## src/rtl/ssd_display_arbiter.sv

```systemverilog
// ---------------------------------------------------------------------------
// ssd_display_arbiter
//
// Shares one 4-digit seven-segment frame bus between three requesters:
//   requester 0 : lock FSM background display (preemptable at any time)
//   requester 1 : transient message (kept at least MIN_HOLD cycles)
//   requester 2 : transient message, highest priority (same hold rule)
// Every owner change passes through a one-cycle blank SWITCH state, and
// per-digit blinking is applied with a phase that restarts on each grant.
//
// Ports
//   clk            system clock
//   rst            synchronous, active-low reset
//   req[2:0]       level requests, bit 2 = highest priority
//   frame0..2      requester frames, 4 x 5-bit codes, [19:15] leftmost digit
//   blink0..2      per-digit blink masks, bit 3 = leftmost digit
//   grant[2:0]     one-hot current owner, 0 when idle or switching
//   done[2:0]      one-cycle pulse after grant[i] falls (not caused by reset)
//   ssd[19:0]      registered frame for the seven_segment driver
// ---------------------------------------------------------------------------
module ssd_display_arbiter #(
  parameter int BLINK_HALF = 50_000_000,
  parameter int MIN_HOLD   = 100_000_000
) (
  input  logic        clk,
  input  logic        rst,
  input  logic [2:0]  req,
  input  logic [19:0] frame0,
  input  logic [19:0] frame1,
  input  logic [19:0] frame2,
  input  logic [3:0]  blink0,
  input  logic [3:0]  blink1,
  input  logic [3:0]  blink2,
  output logic [2:0]  grant,
  output logic [2:0]  done,
  output logic [19:0] ssd
);

  typedef enum logic [1:0] {
    IDLE   = 2'd0,
    SERVE  = 2'd1,
    SWITCH = 2'd2
  } state_t;

  localparam logic [4:0]  BLANK_DIGIT = 5'b10011;
  localparam logic [19:0] BLANK_FRAME = {4{BLANK_DIGIT}};

  localparam int HW = (MIN_HOLD > 0) ? $clog2(MIN_HOLD + 1) : 1;
  localparam int BW = (BLINK_HALF > 1) ? $clog2(BLINK_HALF) : 1;
  localparam logic [HW-1:0] HOLD_MAX   = HW'(MIN_HOLD);
  localparam logic [BW-1:0] BLINK_LAST = BW'(BLINK_HALF - 1);

  state_t        r_state;
  logic [1:0]    r_owner;
  logic [2:0]    r_grant;
  logic [2:0]    r_done;
  logic [19:0]   r_ssd;
  logic [HW-1:0] r_hold_cnt;
  logic [BW-1:0] r_blink_cnt;
  logic          r_phase;

  state_t        w_state_next;
  logic [1:0]    w_owner_next;
  logic [1:0]    w_win;
  logic          w_any;
  logic          w_hold_ok;
  logic          w_entry;
  logic [2:0]    w_grant_next;
  logic [19:0]   w_frame;
  logic [3:0]    w_mask;
  logic [19:0]   w_ssd_next;

  // Highest-priority requester; w_win is only meaningful when w_any is set.
  // NOTE: every signal written in always_comb gets a default first, so no
  // path leaves it unassigned and no latch is inferred.
  always_comb begin
    w_any = |req;
    w_win = 2'd0;
    if (req[2])      w_win = 2'd2;
    else if (req[1]) w_win = 2'd1;
  end

  // The background owner can always be displaced; transient owners only
  // after the hold counter has saturated.
  assign w_hold_ok = (r_owner == 2'd0) || (r_hold_cnt == HOLD_MAX);

  always_comb begin
    w_state_next = r_state;
    w_owner_next = r_owner;
    case (r_state)
      IDLE: begin
        if (w_any) begin
          w_state_next = SERVE;
          w_owner_next = w_win;
        end
      end
      SERVE: begin
        // Leave on preemption by a strictly higher requester or on release;
        // a release with other requests pending still goes through SWITCH.
        if (w_hold_ok && ((w_win > r_owner) || !req[r_owner])) begin
          w_state_next = w_any ? SWITCH : IDLE;
        end
      end
      SWITCH: begin
        if (w_any) begin
          w_state_next = SERVE;
          w_owner_next = w_win;
        end else begin
          w_state_next = IDLE;
        end
      end
      default: w_state_next = IDLE;
    endcase
  end

  assign w_entry      = (w_state_next == SERVE) && (r_state != SERVE);
  assign w_grant_next = (w_state_next == SERVE) ? (3'b001 << w_owner_next) : 3'b000;

  // Output frame is built from the current owner and phase; frames and masks
  // are used live, so an owner's edits show up one cycle later.
  always_comb begin
    w_frame = frame0;
    w_mask  = blink0;
    case (r_owner)
      2'd1: begin
        w_frame = frame1;
        w_mask  = blink1;
      end
      2'd2: begin
        w_frame = frame2;
        w_mask  = blink2;
      end
      default: begin
        w_frame = frame0;
        w_mask  = blink0;
      end
    endcase

    w_ssd_next = BLANK_FRAME;
    if (r_state == SERVE) begin
      for (int k = 0; k < 4; k++) begin
        w_ssd_next[5*k +: 5] = (w_mask[k] && r_phase) ? BLANK_DIGIT : w_frame[5*k +: 5];
      end
    end
  end

  // NOTE: all state below updates with non-blocking assignments so every
  // register samples the pre-edge values, independent of statement order.
  always_ff @(posedge clk) begin
    if (!rst) begin
      r_state     <= IDLE;
      r_owner     <= 2'd0;
      r_grant     <= 3'b000;
      r_done      <= 3'b000;
      r_ssd       <= BLANK_FRAME;
      r_hold_cnt  <= '0;
      r_blink_cnt <= '0;
      r_phase     <= 1'b0;
    end else begin
      r_state <= w_state_next;
      r_owner <= w_owner_next;
      r_grant <= w_grant_next;
      r_done  <= r_grant & ~w_grant_next;
      r_ssd   <= w_ssd_next;

      if (w_entry) begin
        r_hold_cnt <= '0;
      end else if ((r_state == SERVE) && (r_hold_cnt != HOLD_MAX)) begin
        r_hold_cnt <= r_hold_cnt + 1'b1;
      end

      // Restarting on entry puts every new owner in the on phase.
      if (w_entry) begin
        r_blink_cnt <= '0;
        r_phase     <= 1'b0;
      end else if (r_blink_cnt == BLINK_LAST) begin
        r_blink_cnt <= '0;
        r_phase     <= ~r_phase;
      end else begin
        r_blink_cnt <= r_blink_cnt + 1'b1;
      end
    end
  end

  assign grant = r_grant;
  assign done  = r_done;
  assign ssd   = r_ssd;

endmodule
```

## config.mk

```make
export PLATFORM = sky130hd
export DESIGN_NAME = ssd_display_arbiter
export DESIGN_NICKNAME = d
export VERILOG_FILES = /design/src/rtl/ssd_display_arbiter.sv
export SDC_FILE = /design/constraint.sdc
export NUM_CORES = 1
export LEC_CHECK = 0
export ABC_CLOCK_PERIOD_IN_PS = 1800
export BUFFER_PORTS_ARGS = -buffer_cell sky130_fd_sc_hd__buf_2
export CAP_MARGIN = 15
export CORE_ASPECT_RATIO = 0.9
export CORE_MARGIN = 4
export CORE_UTILIZATION = 48
export CTS_CLUSTER_DIAMETER = 120
export DETAILED_ROUTE_END_ITERATION = 7
export GPL_TIMING_DRIVEN = 1
export PLACE_DENSITY = 0.77
export SLEW_MARGIN = 20
export SYNTH_ARGS = -nofsm -noshare
export SYNTH_HDL_FRONTEND = slang
export SYNTH_SLANG_ARGS = --single-unit
export TNS_END_PERCENT = 5
```

## constraint.sdc

```tcl
create_clock -name clk -period 1.8 [get_ports clk]
set_input_delay 0.36 -clock clk [delete_from_list [all_inputs] [get_ports clk]]
set_output_delay 0.36 -clock clk [all_outputs]
set_load 0.02 [all_outputs]
```

==> results of run 1 <==
## critical path: stages (launching register included)
cell and delay, ns:
dfxtp_2 0.34, buf_4 0.14, inv_1 0.08, ha_1 0.14
nor4bb_2 0.29, and4_4 0.32, nand2_1 0.08, a221oi_1 0.26
## flip-flops by register name, indices dropped and copies added, names as in the netlist
name,cells
done,3
grant,3
r_blink_cnt,26
r_hold_cnt,27
r_owner,2
r_phase,1
r_state,2
ssd,20
## cell usage after synthesis (13+ instances only)
master / n
dfxtp_1: 84
nand2_1: 72
a21oi_1: 37
nor2_1: 31
clkbuf_1: 25
a22oi_1: 24
o21ai_0: 24
nand4_1: 17
nand3_1: 16
xor2_1: 15
or3_1: 13
## stage by stage
step	instances	instance area (um^2)	hold slack (ns)	setup slack (ns)	power (uW)
floorplan	503	4190	0.413	0.0521	2330
global placement	730	5020	0.423	0.0638	2560
detailed placement	730	5020	0.438	-0.0340	2570
CTS	746	5280	0.210	0.00597	4200
global route	748	5370	0.211	-0.0207	4350
finish	748	5370	0.222	0.0752	4190
## layer usage
layer / routed length, um / track usage [%] / up-vias
met5: 0 / 0 / -
met4: 105 / 6.15 / 0
met3: 339 / 3.85 / 9
met2: 5580 / 36.0 / 65
met1: 4850 / 25.3 / 1950
li1: - / - / 2092
## final cells by class
type                       count  area share (%)
inverter                       7           0.490
timing repair buffer         141            15.6
clock inverter                 6            2.08
tap                          119            2.77
multi-input combinational    381            45.1
sequential                    84            31.4
clock buffer                  10            2.56
## where the power goes
group / leakage (uW) / switching (uW) / internal (uW)
Combinational: 0.00129 / 365 / 263
Sequential: 0.000682 / 19.9 / 1910
Clock: 0.000122 / 673 / 959
## logic make-up (layout without fill, tap and decap cells)
logic type / after synthesis / after routing / synth area share (%)
XOR/XNOR: 20 / 20 / 4.20
AND/OR/NAND/NOR: 216 / 216 / 27.2
buffers and inverters: 38 / 164 / 3.60
multiplexers: 10 / 10 / 2.40
flip-flops: 84 / 84 / 40.3
adder cells (fa/ha/maj): 8 / 8 / 2.40
AO/OA/AOI/OAI: 127 / 127 / 19.9
## what timing repair did
action | 4_1_cts | 5_1_grt
setup buffers | 0 | 2
gates resized for setup | 2 | 21
pin swaps | 0 | 7
endpoints found under the hold margin | 0 | 0
setup endpoints to repair | 2 | 63
## how the worst min path moves through the flow
stage | cells past startpoint | slack (ns) | to
after detailed placement | 1 | 0.44 | r_blink_cnt[0]
after global placement | 1 | 0.42 | r_blink_cnt[0]
final | 2 | 0.22 | ssd[18]
after CTS | 2 | 0.21 | ssd[18]
after floorplan | 1 | 0.41 | r_blink_cnt[0]
after global routing | 2 | 0.21 | ssd[18]
==> summary.txt, run 1 <==
Post-Syn Area -> 4180 um^2
reg2reg end -> done[0]
antenna violations before repair -> 0
antenna viol nets, final -> 0
FP Rows -> 32
largest net degree at the start of global routing -> 35
worst slew pin tran -> 0.409 ns
asr flop ratio synth -> 0%
nets -> 709
Starting Density -> 49.0%
syn_nets -> 588
CP endpoint -> done[0]
CTS max path bufs -> 2
Multi-input gate area -> 2420 um^2
Antenna diodes -> 0
clock sinks -> 84
via count -> 4116
register area -> 1680 um^2
final setup violating endpoints -> 0
hold crit path type -> in2reg
worst endpoint data arrival time -> 1.99 ns
CTS tree -> yes
vias in the first global route -> 3845
DR WL/cell -> 14.5 um
CP Capture Type -> flip-flop
Critical Path RT -> 2.06 ns
status -> complete, no violations
fmax -> 580 MHz
DP HPWL -> 8190 um
Setup CP Type -> reg2reg
r2r setup slk -> 0.08 ns
most frequent cells in the layout -> buf_2 (102), dfxtp_1 (82), nand2_1 (70)
layout cells sized above 1 -> 28.9%
Die H -> 96.5 um
GRT Util Overall -> 20.3%
total gr overflow -> 0
Final Skew -> 0.0123 ns
Period minus WS final -> 1.72 ns
clk_lat worst skew -> 0.35 ns
RSZ-0062 raised after global routing -> true
CTS root buf -> clkbuf_8
Core ar. -> 8530 um^2
Synth Register Bits -> 84
Final GP Congestion -> 0.869
synthesized instance count -> 503
Area Overhead vs Synth -> 28.5%
Worst Setup SP -> r_hold_cnt[0]
Max-Cap Viols -> 0
top-area cell type share of the netlist area -> 40.3%
Setup TNS -> 0 ns
maximum fanout along the worst path -> 7
most common cell after layout, fill and taps aside -> buf_2
Worst VDD drop -> 0.479 mV
IO Count -> 103
DR vias/cell -> 5.50
CTS HTree Levels -> 3
DIE WIDTH -> 106 um
Slew Viols, Final -> 0
Yosys warnings -> 0
1st-iter DRT viols -> 166
Post-Route WL -> 10900 um
Leakage -> 0.00210 uW
first-pass GRT wire length -> 17200 um
crit start category -> flip-flop
Final Util -> 62.9%
PwrDens -> 780 nW/um^2
largest area contributor in the synthesized netlist -> dfxtp_1
# fillers -> 739
clk slew on worst S/H paths -> 0.09 ns
drt first pass iters -> 5
synth unique cells -> 51
drt drc -> 0
Post-synth EDFFs -> 0
CTS Hold Bufs -> 0
worst r2r src -> r_hold_cnt[0]
Die ar. -> 10300 um^2
slew margin rel. -> 72.5%
CTS buffer count -> 9
period utilization -> 95.8%
worst r2r path cells -> 7
Synth area leaders -> dfxtp_1 (40%), nand2_1 (6.5%), a21oi_1 (4.4%)
Final Hold Fails -> 0
Main synth FF type -> dfxtp_1
sequential cell area fraction in the yosys report -> 40.3%
IO Port Bufs -> 102
syn avg cell area -> 8.30 um^2
hold_sp -> frame0[18]
(Power assumes the default switching activity.)
==> run 2: changes to the inputs <==
--- a/config.mk
+++ b/config.mk
@@ -5,16 +5,17 @@
 export SDC_FILE = /design/constraint.sdc
 export NUM_CORES = 1
 export LEC_CHECK = 0
+export ABC_AREA = 1
 export ABC_CLOCK_PERIOD_IN_PS = 1800
 export BUFFER_PORTS_ARGS = -buffer_cell sky130_fd_sc_hd__buf_2
 export CAP_MARGIN = 15
 export CORE_ASPECT_RATIO = 0.9
 export CORE_MARGIN = 4
-export CORE_UTILIZATION = 48
+export CORE_UTILIZATION = 49
 export CTS_CLUSTER_DIAMETER = 120
 export DETAILED_ROUTE_END_ITERATION = 7
 export GPL_TIMING_DRIVEN = 1
-export PLACE_DENSITY = 0.77
+export PLACE_DENSITY = 0.78
 export SLEW_MARGIN = 20
 export SYNTH_ARGS = -nofsm -noshare
 export SYNTH_HDL_FRONTEND = slang
==> summary.txt, run 2 <==
period utilization -> 97.2%
Final Hold Fails -> 0
Starting Density -> 50.5%
DR WL/cell -> 13.2 um
IO Count -> 103
post-layout total power -> 4310 uW
final setup violating endpoints -> 0
clock sinks -> 84
DIE WIDTH -> 107 um
CTS buffer count -> 9
Setup TNS -> 0 ns
Placed Area -> 5040 um^2
clk_lat worst skew -> 0.35 ns
GRT Util Overall -> 21.7%
Area Overhead vs Synth -> 23.0%
DP HPWL -> 8880 um
drt first pass iters -> 4
nets -> 821
CTS HTree Levels -> 3
synth unique cells -> 37
Leakage -> 0.00217 uW
sequential cell area fraction in the yosys report -> 38.7%
Worst path max stage delay -> 0.37 ns
synthesized instance count -> 625
antenna viol nets, final -> 0
post-CTS setup buffers -> 0
FP Rows -> 32
Critical Path RT -> 2.08 ns
asr flop ratio synth -> 0%
Final Util -> 62.2%
max FFs per register -> 27
Slew Viols, Final -> 0
status -> complete, no violations
Final Non-Filler Cells -> 860
CP Capture Type -> flip-flop
Max-Cap Viols -> 0
slew margin rel. -> 73.6%
DR vias/cell -> 5.24
first-pass GRT wire length -> 18900 um
Synth Register Bits -> 84
Critical path buffers and inverters -> 3
Synth area leaders -> dfxtp_1 (39%), nand2_1 (14%), nor2_1 (7.2%)
RSZ-0062 raised after global routing -> true
hold crit path type -> in2reg
Setup CP Type -> reg2reg
CTS max path bufs -> 2
most common cell after layout, fill and taps aside -> nand2_1
worst endpoint data arrival time -> 2.03 ns
CP most frequent cell -> nand2_1
via count -> 4503
Main synth FF type -> dfxtp_1
antenna violations before repair -> 0
Die H -> 97.4 um
Post-Syn Area -> 4350 um^2
vias in the first global route -> 4268
top-area cell type share of the netlist area -> 38.7%
clk slew on worst S/H paths -> 0.09 ns
slowest CP cell -> dfxtp_1
count leader, synth -> nand2_1
largest net degree at the start of global routing -> 26
Post-synth EDFFs -> 0
final instance area -> 5350 um^2
cell family with most CP delay -> simple AND/OR/NAND/NOR gates
CTS Hold Bufs -> 0
Commonest cells post-synth -> nand2_1 (162), dfxtp_1 (84), nor2_1 (83)
Post-Route WL -> 11400 um
worst slew pin tran -> 0.393 ns
IO Port Bufs -> 102
syn_nets -> 710
Final GP Congestion -> 0.919
maximum fanout along the worst path -> 5
fmax -> 572 MHz
layout cells sized above 1 -> 22.1%
Die ar. -> 10500 um^2
Antenna diodes -> 0
Core ar. -> 8610 um^2
1st-iter DRT viols -> 274
Yosys warnings -> 0
drt drc -> 0
PwrDens -> 805 nW/um^2
register with the most flip-flops -> r_hold_cnt
dpl cells -> 843
syn avg cell area -> 6.96 um^2
largest area contributor in the synthesized netlist -> dfxtp_1
Worst VDD drop -> 0.394 mV
Final Skew -> 0.0109 ns
crit start category -> flip-flop
most frequent cells in the layout -> nand2_1 (162), buf_2 (102), nor2_1 (83)
CTS root buf -> clkbuf_8
total gr overflow -> 0
Period minus WS final -> 1.75 ns
worst path cell trace -> inv_1, nand2_1, nor2_1, nand2_1, nor2_1, nand2_1, nand2_4, clkinvlp_4, buf_4, nand3_1, nand2_1, a21oi_1
CTS tree -> yes
## run 2: cell types whose count changed after synthesis, moves of 11 or more
cell	previous run	this run
nor2_1	31	83
clkbuf_1	25	9
nor3_1	3	14
nand2_1	72	162
inv_1	7	63
nand3_1	16	44
or3_1	13	1
a22oi_1	24	1
a22o_1	0	20
## run 2: final cells by class
class	count	area [um^2]
Fill cell	729	3260
Multi-Input combinational cell	461	2370
Sequential cell	84	1680
Timing Repair Buffer	115	637
Inverter	64	244
Clock buffer	11	151
Tap cell	119	149
Clock inverter	5	108
Timing Repair inverter	1	5.00
## run 2: cell families (layout without fill, tap and decap cells)
logic type,count (synthesis),count (layout),synth area share [%]
flops,84,84,38.7
compound gates,87,87,12.4
fa+ha+maj,8,8,2.30
xor+xnor,20,20,4.03
buf+inv,80,196,7.62
simple gates,346,346,35.0
## run 2: what timing repair did
item / in CTS / in global routing
endpoints found under the hold margin: 0 / 0
resized for setup: 0 / 12
setup endpoints to repair: 0 / 44
## run 2: path summary, 6_finish.rpt
| kind | cells past startpoint | slack (ns) | endpoint | startpoint |
|---|---|---|---|---|
| worst max-delay path | 12 | 0.05 | r_hold_cnt[2] | r_hold_cnt[9] |
| worst min-delay path | 3 | 0.22 | ssd[9] | frame0[9] |
| worst max register to register | 12 | 0.05 | r_hold_cnt[2] | r_hold_cnt[9] |
| worst min register to register | 2 | 0.44 | done[1] | grant[1] |
## run 2: worst min-delay path: cells and delay by family
| kind | cells | cell delay (ns) |
|---|---|---|
| buf+inv | 1 | 0.07 |
| simple gates | 2 | 0.10 |
## run 2: through the flow
step	hold slack [ns]	setup slack (ns)
2_1_floorplan	0.417	0.240
3_3_place_gp	0.418	0.102
3_5_place_dp	0.428	0.0742
4_1_cts	0.218	0.0508
5_1_grt	0.232	-0.0277
6_report	0.220	0.0503
## run 2: layer usage
metal / vias up / share of wire (%) / global-route usage, %
met5: - / 0 / 0
met4: 0 / 1.7 / 6.10
met3: 23 / 6.3 / 3.72
met2: 164 / 49 / 38.0
met1: 2060 / 43 / 27.1
li1: 2256 / - / -
## run 2: report_power, final
| group | total [uW] | switching, uW | internal [uW] | leakage (uW) |
|---|---|---|---|---|
| logic | 694 | 428 | 266 | 0.00136 |
| registers | 1940 | 26.8 | 1920 | 0.000681 |
| clock network | 1670 | 671 | 1000 | 0.000130 |
==> run 3: changes to the inputs <==
--- a/config.mk
+++ b/config.mk
@@ -9,14 +9,16 @@
 export ABC_CLOCK_PERIOD_IN_PS = 1800
 export BUFFER_PORTS_ARGS = -buffer_cell sky130_fd_sc_hd__buf_2
 export CAP_MARGIN = 15
+export CELL_PAD_IN_SITES_DETAIL_PLACEMENT = 0
+export CELL_PAD_IN_SITES_GLOBAL_PLACEMENT = 1
 export CORE_ASPECT_RATIO = 0.9
 export CORE_MARGIN = 4
-export CORE_UTILIZATION = 49
+export CORE_UTILIZATION = 34
 export CTS_CLUSTER_DIAMETER = 120
 export DETAILED_ROUTE_END_ITERATION = 7
 export GPL_TIMING_DRIVEN = 1
-export PLACE_DENSITY = 0.78
-export SLEW_MARGIN = 20
+export PLACE_DENSITY = 0.77
+export SLEW_MARGIN = 10
 export SYNTH_ARGS = -nofsm -noshare
 export SYNTH_HDL_FRONTEND = slang
 export SYNTH_SLANG_ARGS = --single-unit
==> summary.txt, run 3 (synthesized netlist as in run 2, its figures left out) <==
Max-Cap Viols -> 0
CTS tree -> yes
period utilization -> 90.9%
CTS root buf -> clkbuf_16
IO Port Bufs -> 102
layout cells sized above 1 -> 22.7%
vias in the first global route -> 4261
Starting Density -> 35.5%
hold endpoint -> ssd[15]
1st-iter DRT viols -> 217
clock sinks -> 84
dpl cells -> 890
Period minus WS final -> 1.64 ns
DR WL/cell -> 13.0 um
max FFs per register -> 27
hold_sp -> frame0[15]
reg2reg end -> ssd[14]
via count -> 4283
fmax -> 611 MHz
final setup violating endpoints -> 0
PwrDens -> 848 nW/um^2
hold crit path type -> in2reg
CTS HTree Levels -> 3
worst r2r src -> r_owner[1]
most common cell after layout, fill and taps aside -> nand2_1
Worst Setup SP -> r_owner[1]
register with the most flip-flops -> r_hold_cnt
CTS max path bufs -> 2
Worst VDD drop -> 0.364 mV
# fillers -> 1279
drt drc -> 0
Hold Path Depth -> 3
Die H -> 115 um
CTS buffer count -> 9
slew margin rel. -> 72.6%
DR vias/cell -> 4.73
crit start category -> flip-flop
worst endpoint data arrival time -> 1.86 ns
RSZ-0062 raised after global routing -> true
antenna violations before repair -> 0
Critical Path RT -> 2.02 ns
r2r setup slk -> 0.16 ns
Final GP Congestion -> 0.859
Worst Slack Setup Final -> 0.165 ns
clk slew on worst S/H paths -> 0.06 ns
Setup CP Type -> reg2reg
GRT Util Overall -> 16.6%
worst slew pin tran -> 0.411 ns
CTS Hold Bufs -> 0
drt first pass iters -> 4
Setup WS pre-CTS -> 0.0676 ns
worst r2r path cells -> 7
largest net degree at the start of global routing -> 21
status -> complete, no violations
DIE WIDTH -> 127 um
maximum fanout along the worst path -> 11
Leakage -> 0.00221 uW
Die ar. -> 14700 um^2
DP HPWL -> 9280 um
antenna viol nets, final -> 0
FP Rows -> 38
most frequent cells in the layout -> nand2_1 (162), buf_2 (102), dfxtp_1 (82)
post-CTS setup buffers -> 0
nets -> 826
Final Hold Fails -> 0
Final Non-Filler Cells -> 906
IO Count -> 103
Antenna diodes -> 0
Core ar. -> 12300 um^2
Post-Route WL -> 11800 um
total gr overflow -> 0
Final Skew -> 0.0109 ns
first-pass GRT wire length -> 19900 um
CP Capture Type -> flip-flop
clk_lat worst skew -> 0.34 ns
post-layout total power -> 4660 uW
Slew Viols, Final -> 0
Area Overhead vs Synth -> 26.3%
run 3: cell types whose count changed in the layout (fill, tap and decap cells not counted), moves of 2 or more:
| cell | delta |
|---|---|
| nor2_2 | +2 |
| buf_4 | +6 |
| nor2_1 | -2 |
| clkbuf_16 | +9 |
| clkinv_4 | -2 |
| clkbuf_8 | -10 |
| clkinvlp_4 | +2 |
run 3: cell type report:
| type | count | area, um^2 | area share [%] |
|---|---|---|---|
| clock inverter | 6 | 87.6 | 1.59 |
| clock buffer | 10 | 239 | 4.35 |
| sequential | 84 | 1680 | 30.7 |
| tap | 160 | 200 | 3.64 |
| timing repair buffer | 121 | 682 | 12.4 |
| inverter | 64 | 240 | 4.37 |
| multi-input combinational | 461 | 2360 | 43.0 |
run 3: report_power, final:
group          switching [uW]  leakage [uW]  total (uW)  internal, uW
registers                24.4      0.000681        1940          1920
logic                     432       0.00138         706           274
clock network             761      0.000151        2010          1250
run 3: worst max path at each step:
| stage | end | slack, ns | cells after the start |
|---|---|---|---|
| 3_5_place_dp | r_blink_cnt[17] | 0.07 | 9 |
| 4_1_cts | ssd[16] | 0.09 | 7 |
| 5_1_grt | r_hold_cnt[9] | -0.02 | 7 |
| 6_report | ssd[14] | 0.16 | 7 |
| 2_1_floorplan | ssd[0] | 0.24 | 8 |
| 3_3_place_gp | grant[0] | 0.11 | 12 |
run 3: per-stage QoR:
| step | util, % | hold slack [ns] | TNS (ns) | area (um^2) |
|---|---|---|---|---|
| 3_3_place_gp | 41.9 | 0.417 | 0 | 5140 |
| 6_report | 44.8 | 0.233 | 0 | 5490 |
| 5_1_grt | 44.8 | 0.223 | -0.0213 | 5490 |
| 2_1_floorplan | - | 0.417 | 0 | 4350 |
| 4_1_cts | 44.5 | 0.219 | 0 | 5460 |
| 3_5_place_dp | 41.9 | 0.431 | 0 | 5140 |
run 3: worst max-delay path, cell delays in order (launching register included):
cell     delay (ns)
dfxtp_1        0.38
inv_1          0.11
ha_2           0.45
buf_4          0.15
a31o_2         0.13
nand2_1        0.10
inv_1          0.13
nand3_1        0.08
run 3: per-layer routing:
metal / vias up / GRT usage [%] / routed length (um)
li1: 2268 / - / -
met1: 1879 / 22.3 / 5760
met2: 122 / 26.1 / 5160
met3: 14 / 3.99 / 698
met4: 0 / 6.15 / 188
met5: - / 0 / 0
run 3: repair_timing:
item / CTS / global route
resized for setup: 0 / 10
endpoints found under the hold margin: 0 / 0
setup endpoints to repair: 0 / 36
